===== src/rtl/print_hex_gen.sv =====
// print_hex_gen: streams a captured value as raw bytes or ASCII hex, with optional "0x" prefix and CR/LF suffix.
module print_hex_gen #(
  parameter int DATA_W    = 32,
  parameter int PREFIX_EN = 0,
  parameter int LOWER     = 0
) (
  input  logic              clk,
  input  logic              rstn,
  input  logic [DATA_W-1:0] din,
  input  logic [1:0]        mode,
  input  logic              nl,
  input  logic              req_tx,
  output logic              ack_tx,
  output logic [7:0]        d_tx,
  output logic              vld_tx,
  input  logic              rdy_tx,
  output logic              busy
);
  localparam int NDIG  = DATA_W / 4;
  localparam int NBYTE = DATA_W / 8;
  localparam int CW    = $clog2(NDIG + 5);

  typedef enum logic [1:0] {IDLE, EMIT, ACK} state_t;

  state_t            state_q;
  logic [DATA_W-1:0] din_q;
  logic [1:0]        mode_q;
  logic              nl_q;
  logic [CW-1:0]     cnt_q;
  logic [7:0]        d_tx_q;
  logic              vld_q, ack_q;

  logic [DATA_W-1:0] v;
  logic [1:0]        m;
  logic              n, hex;
  logic [CW-1:0]     idx, pre, npay, len, p, k, kb;
  logic [3:0]        nib;
  logic [7:0]        raw, asc, byte_d;

  function automatic logic [CW-1:0] lead_zeros(input logic [DATA_W-1:0] x);
    lead_zeros = CW'(NDIG - 1);
    for (int i = 0; i < NDIG; i++)
      if (x[4*i +: 4] != '0) lead_zeros = CW'(NDIG - 1 - i);
  endfunction

  // In IDLE the first byte is derived straight from the inputs so it can be registered on the acceptance edge.
  always_comb begin
    v      = (state_q == IDLE) ? din : din_q;
    m      = (state_q == IDLE) ? mode : mode_q;
    n      = (state_q == IDLE) ? nl : nl_q;
    idx    = (state_q == IDLE) ? '0 : cnt_q + CW'(1);
    hex    = (m == 2'b01) || (m == 2'b10);
    pre    = (PREFIX_EN != 0 && hex) ? CW'(2) : '0;
    npay   = (m == 2'b00) ? CW'(1) : (m == 2'b11) ? CW'(NBYTE) :
             (m == 2'b01) ? CW'(NDIG) : CW'(NDIG) - lead_zeros(v);
    len    = pre + npay + (n ? CW'(2) : '0);
    p      = idx - pre;
    k      = npay - CW'(1) - p;
    kb     = CW'(NBYTE) - CW'(1) - p;
    nib    = 4'(v >> {k, 2'b00});
    raw    = (m == 2'b00) ? v[7:0] : 8'(v >> {kb, 3'b000});
    asc    = (nib < 4'd10) ? 8'h30 + {4'h0, nib} : ((LOWER != 0) ? 8'h57 : 8'h37) + {4'h0, nib};
    byte_d = (idx < pre) ? ((idx == '0) ? 8'h30 : 8'h78) :
             (p < npay) ? (hex ? asc : raw) :
             (p == npay) ? 8'h0D : 8'h0A;
  end

  always_ff @(posedge clk or negedge rstn) begin
    if (!rstn) begin
      state_q <= IDLE;
      din_q   <= '0;
      mode_q  <= '0;
      nl_q    <= 1'b0;
      cnt_q   <= '0;
      d_tx_q  <= '0;
      vld_q   <= 1'b0;
      ack_q   <= 1'b0;
    end else begin
      case (state_q)
        IDLE: if (req_tx) begin
          din_q   <= din;
          mode_q  <= mode;
          nl_q    <= nl;
          cnt_q   <= '0;
          d_tx_q  <= byte_d;
          vld_q   <= 1'b1;
          state_q <= EMIT;
        end
        EMIT: if (rdy_tx) begin
          if (idx == len) begin
            vld_q   <= 1'b0;
            d_tx_q  <= '0;
            ack_q   <= 1'b1;
            state_q <= ACK;
          end else begin
            cnt_q  <= idx;
            d_tx_q <= byte_d;
          end
        end
        ACK: if (!req_tx) begin
          ack_q   <= 1'b0;
          state_q <= IDLE;
        end
        default: state_q <= IDLE;
      endcase
    end
  end

  assign d_tx   = d_tx_q;
  assign vld_tx = vld_q;
  assign ack_tx = ack_q;
  assign busy   = state_q != IDLE;
endmodule


===== config.mk =====
export PLATFORM = sky130hd
export DESIGN_NAME = print_hex_gen
export DESIGN_NICKNAME = d
export VERILOG_FILES = /design/src/rtl/print_hex_gen.sv
export SDC_FILE = /design/constraint.sdc
export NUM_CORES = 1
export LEC_CHECK = 0
export CORE_ASPECT_RATIO = 1.75
export CORE_MARGIN = 3
export CORE_UTILIZATION = 30
export DETAILED_ROUTE_END_ITERATION = 10
export DONT_BUFFER_PORTS = 1
export PLACE_DENSITY = 0.45
export SYNTH_ARGS = -nofsm -noshare
export SYNTH_HDL_FRONTEND = slang
export SYNTH_SLANG_ARGS = --single-unit

===== constraint.sdc =====
create_clock -name clk -period 4.97 [get_ports clk]
set_input_delay 1.491 -clock clk [delete_from_list [all_inputs] [get_ports clk]]
set_output_delay 1.491 -clock clk [all_outputs]
set_load 0.02 [all_outputs]

After elaboration in Yosys (flattened, before gate mapping)
Cells that the tools add are included.
- input port bits: 39
- output and inout bits: 11
- word-level logic and storage cells: 96
- flip-flop bits (word level): 51
- muxes and demuxes: 43
- equality and inequality tests: 12
- reduce and logical (&&, ||, !) cells: 20
- add/sub/neg operators: 8
- order comparisons: 3
- shifts and indexed selects: 2
- operator list (cell ; number):
    $mux 8 ; 7
    $mux 4 ; 12
    $mux 32 ; 1
    $shr 32x6->4 ; 1
    $shr 32x7->8 ; 1
    $reduce_bool 4->1 ; 7
    $pmux 8 s2 ; 1
    $reduce_and 4->1 ; 4
    $add 6x4->7 const A ; 2
    $mux 2 ; 7
    $mux 7 ; 2
    $ne 2x2->1 const B ; 5
    $eq 4x4->1 ; 2
    $mux 1 ; 8
    $pmux 4 s2 ; 1
    $eq 2x2->1 const B ; 3
    $pmux 2 s3 ; 1
    $reduce_bool 2->1 ; 3
    $add 4x1->4 const B ; 1
    $add 4x2->4 ; 1
    $eq 2x1->1 const B ; 2
    $logic_not 2->1 ; 2
    $logic_not 4->1 ; 1
    $lt 4x1->1 const B ; 1
    11 further kinds ; 12

Longest topological paths before layout
- depth in word-level cells: 25
- mapped depth: 22

Worst setup path after synthesis
OpenSTA, ideal clock, no wires.
- path kind: input to register
- start: input din[4]
- end: register d_tx_q[1] (netlist: d_tx[1])
- setup slack: -0.395 ns
- cell stages on the path: 18
- arrival time: 5.233 ns
- required time: 4.838 ns
- setup time: 0.132 ns
- cells stage by stage: or4_1 > o31ai_1 > a31oi_1 > o211ai_1 > a31oi_1 > or2_1 > ha_1 > nand3_1 > inv_1 > fa_1 > buf_2 > clkinv_1 > a2111oi_0 > o41ai_1 > and4b_1 > and4bb_1 > a311oi_1 > o41ai_2
- word-level cells in the longest chain between the ends: 24
- elaborated cells between the ends (all ways): 32
- those cells by class: add/sub (6); order compare (2); eq/ne (2); shift (1); mux (20); reduce/logical (1)
- ends and longest elaborated chain (element ; RTL line ; text):
    from (decl) ; 9 ; input logic [DATA_W-1:0] din,
    $mux 32 (*) ; 48 ; v = (state_q == IDLE) ? din : din_q;
    $reduce_bool 4->1 ; 43 ; if (x[4*i +: 4] != '0) lead_zeros = CW'(NDIG - 1 - i);
    $mux 1 ; 43 ;
    $mux 2 ; 43 ;
    $mux 4 (5 in a row) ; 43 ;
    $sub 4x4->4 ; 55 ; (m == 2'b01) ? CW'(NDIG) : CW'(NDIG) - lead_zeros(v);
    $mux 4 ; 55 ;
    $mux 4 (2 in a row) ; 54 ; npay = (m == 2'b00) ? CW'(1) : (m == 2'b11) ? CW'(NBYTE) :
    [2 not listed] ; - ;
    $shr 32x6->4 ; 60 ; nib = 4'(v >> {k, 2'b00});
    $add 6x4->7 / $lt 4x4->1 (equally long branches) ; 62 ; asc = (nib < 4'd10) ? 8'h30 + {4'h0, nib} : ((LOWER != 0) ? 8'h57 : 8'h37) + {4'h0, nib};
    $mux 7 ; 62 ;
    $mux 8 (2 in a row) ; 64 ; (p < npay) ? (hex ? asc : raw) :
    $mux 8 ; 63 ; byte_d = (idx < pre) ? ((idx == '0) ? 8'h30 : 8'h78) :
    $mux 8 ; 90 ; if (idx == len) begin
    $mux 8 ; 89 ; EMIT: if (rdy_tx) begin
    $pmux 8 s2 (*) ; 79 ; case (state_q)
    to (signal assigned) ; 85 ; d_tx_q <= byte_d;
    to (signal assigned) ; 97 ; d_tx_q <= byte_d;
    to (decl) ; 30 ; logic [7:0] d_tx_q;
Every way passes the cells marked *; elsewhere a longest branch is shown, timed or not. The select of a mux whose other input is x is not followed.
A chain may end at the register's enable or synchronous reset.

Worst setup path after layout
- start: input din[5]
- end: register d_tx_q[0] (netlist: d_tx[0])
The elaborated chain is that of the path after synthesis.

==> metrics.txt <==
Largest delay share family, worst path=compound AO/OA/AOI/OAI gates; worst-path fanout max=7; total congestion overflow=0; placement row count=54; Seq. cell area=1280 µm²; fraction of layout instances using a drive strength above 1=39.1%; level count of the clock H-tree=2; Critical R2R Launch=state_q[1]; later-pin clock latency in the skew report=0.29 ns; Initial DRC Count=158; status=finished with violations; crit share post-route=104%; pin count of the biggest net entering global routing=52; Synth area leaders=sky130_fd_sc_hd__dfrtp_1, sky130_fd_sc_hd__mux2_2, sky130_fd_sc_hd__mux4_2; number of nets with antenna violations after routing=0; TritonCTS clock tree=yes; Die Footprint=14,500 µm²; violations in the final reports=setup timing; Avg Inst Size Synth=10.3 µm²; Placed Instance Area=4450 µm²; Crit. End Element=register; worst hold path cell count=2; gp weighted congestion=0.946; Data required, critical path=5.15 ns; type of the worst setup path=in2reg; setup slack, reg-to-reg=0.32 ns; Synthesized Nets=433; final number of max-transition violations=0; fin crit period=5.16 ns; endpoint of the most critical register-to-register path=d_tx[0]; cells along the critical path=or4_4, o31ai_4, a31oi_1, o211ai_1, a31oi_1, or2_4, o31ai_4, ha_4, fa_2, buf_12, buf_12, clkinv_8, mux4_2, a22oi_2, nand3_2, a21oi_2, a2111oi_2, a221o_1; most frequent cell after synthesis=sky130_fd_sc_hd__dfrtp_1; Avg Vias per Cell=5.72; count of buffer and inverter cells on the critical path=3; CTS buffer count=5; leading register cell type out of synthesis=sky130_fd_sc_hd__dfrtp_1; R2R depth=18; number of sinks on the clock net=51; synth cell count leaders=sky130_fd_sc_hd__dfrtp_1, sky130_fd_sc_hd__nand2_1, sky130_fd_sc_hd__mux2_2; relative max-transition margin=39.8%; all-layer global routing usage=19.2%; die boundary height=157 µm; worst hold path startpoint=cnt_q[3]; number of antenna violations at the first check in global routing=0; initial core utilization=31.1%; Worst Tran Pin Value=0.903 ns; CP max-delay cell=sky130_fd_sc_hd__or4_4; number of hold violations in the final report=0; IO buf count=0; kind of start point of the critical path=input pin; core area=12,600 µm²; async set-or-reset flop fraction in the synthesized netlist=100%; share of Yosys cell area claimed by the top area cell type=32.7%; wire length per cell after detailed routing=23.1 µm; flops & latches, synth=51; min-delay worst type=reg2reg; post-synth cell types=70; total via count in the routed design=3,394; maximum clock rate=194 MHz; signed area change from the synthesized netlist to the final layout=24.0%; arrival time at the worst endpoint=5.34 ns; Design Area, Final=4840 µm²; Hold EP=cnt_q[3]; ports placed on the boundary=50; count of filler cells inserted in the layout=1,281; Worst Slack Setup Final=-0.193 ns; count of antenna diodes in the layout=0; library cell used as clock root buffer=sky130_fd_sc_hd__clkbuf_16; die width=92.2 µm; vias in the first global route=3,456; post-detailed-routing wire length=13.7 mm; area of the multi-input gates=2680 µm²; number of synthesis warnings=0; # DRC=0; endpoints failing setup=7; first-pass GRT wire length=21.0 mm; detailed placer's ending HPWL=10.7 mm; maximum single-stage delay on the critical path=0.53 ns; worst clock skew on the final layout=0.00581 ns; register area share after synthesis=32.7%; clock transition at the registers of the reported paths=0.07 ns; Yosys top cell by area=sky130_fd_sc_hd__dfrtp_1; Maximum Capacitance Violations=0; post-synth design cell area=3900 µm²; buffer levels on the longest clock path=2; post-synthesis instance total=380; number of nets in the layout=477; RSZ-0062 raised after global routing=yes; Post-synth EDFFs=0; Detailed Routing Iterations Pass 1=4
-- metal layers --
metal	part of all wire (%)	vias to the layer above	routed length, µm	GRT usage [%]
li1	-	1533	-	-
met1	36	1715	4910	20.8
met2	55	114	7520	35.9
met3	4.9	32	670	3.46
met4	4.4	0	605	8.93
met5	0	-	0	0
-- worst reg2reg max path, cell delays in order, from the launching register on --
cell and delay (ns):
sky130_fd_sc_hd__dfrtp_1 0.52, sky130_fd_sc_hd__nor2_8 0.34, sky130_fd_sc_hd__buf_4 0.27, sky130_fd_sc_hd__nor2_1 0.07, sky130_fd_sc_hd__a21oi_1 0.38, sky130_fd_sc_hd__a31oi_1 0.11
sky130_fd_sc_hd__or2_4 0.28, sky130_fd_sc_hd__o31ai_4 0.28, sky130_fd_sc_hd__ha_4 0.20, sky130_fd_sc_hd__fa_2 0.47, sky130_fd_sc_hd__buf_12 0.17, sky130_fd_sc_hd__buf_12 0.13
sky130_fd_sc_hd__clkinv_8 0.06, sky130_fd_sc_hd__mux4_2 0.30, sky130_fd_sc_hd__a22oi_2 0.23, sky130_fd_sc_hd__nand3_2 0.16, sky130_fd_sc_hd__a21oi_2 0.17, sky130_fd_sc_hd__a2111oi_2 0.08
sky130_fd_sc_hd__a221o_1 0.33
-- stage by stage --
stage / TNS (ns) / instances / setup WS (ns) / util, % / hold slack [ns]
floorplan: -0.226 / 380 / -0.140 / - / 0.460
global placement: -7.52 / 576 / -1.08 / 35.4 / 0.474
detailed placement: -8.23 / 576 / -1.16 / 35.4 / 0.488
CTS: -1.18 / 589 / -0.217 / 38.1 / 0.506
global route: -1.80 / 593 / -0.331 / 38.5 / 0.540
finish: -0.809 / 593 / -0.193 / 38.5 / 0.503
-- final cells by class --
type / instances / share of cell area, %
clock buffers: 7 / 2.95
clock inverters: 1 / 0.181
inverters: 11 / 1.11
multi-input cells: 296 / 55.4
flip-flops and latches: 51 / 26.4
well taps: 168 / 4.34
repair buffers: 59 / 9.67
-- layout by cell type, fill, tap and decap left out, drive strengths merged, types with 8 or more instances in the layout --
master / n
a21oi: 15
buf: 59
dfrtp: 51
ha: 13
inv: 10
mux2: 37
mux2i: 10
mux4: 16
nand2: 41
nor2: 20
o21ai: 25
o41ai: 8
-- cells by family (layout without fill, tap and decap cells) --
kind of cell | after synthesis | in the layout | synth area share (%)
buf+inv | 33 | 78 | 4.30
mux | 63 | 63 | 22.8
flops | 51 | 51 | 32.7
xor+xnor | 8 | 8 | 1.80
fa+ha+maj | 14 | 14 | 4.68
simple gates | 112 | 112 | 15.1
compound gates | 99 | 99 | 18.7
-- sequential cells by signal, summed over array words and instances (netlist names) --
name,cells
nl_q,1
mode_q,2
state_q,2
din_q,32
ack_tx,1
d_tx,8
cnt_q,4
vld_tx,1
-- worst max-delay path by stage --
stage	startpoint	endpoint	slack [ns]	cells after the start
floorplan	din[4]	d_tx[0]	-0.14	19
global placement	din[4]	d_tx[6]	-1.08	17
detailed placement	din[4]	d_tx[6]	-1.16	17
CTS	din[5]	d_tx[0]	-0.22	18
global route	din[5]	d_tx[0]	-0.33	17
finish	din[5]	d_tx[0]	-0.19	18
-- what timing repair did --
action,CTS,global route
pin swaps,18,7
hold endpoints to repair,0,0
setup buffers,5,4
cloned,0,0
endpoints found under the setup margin,7,9
resized for setup,29,5
hold buffers,0,0
Power is not shown: default switching activity piles up to over one toggle a cycle in this logic, so the estimate is an artifact.
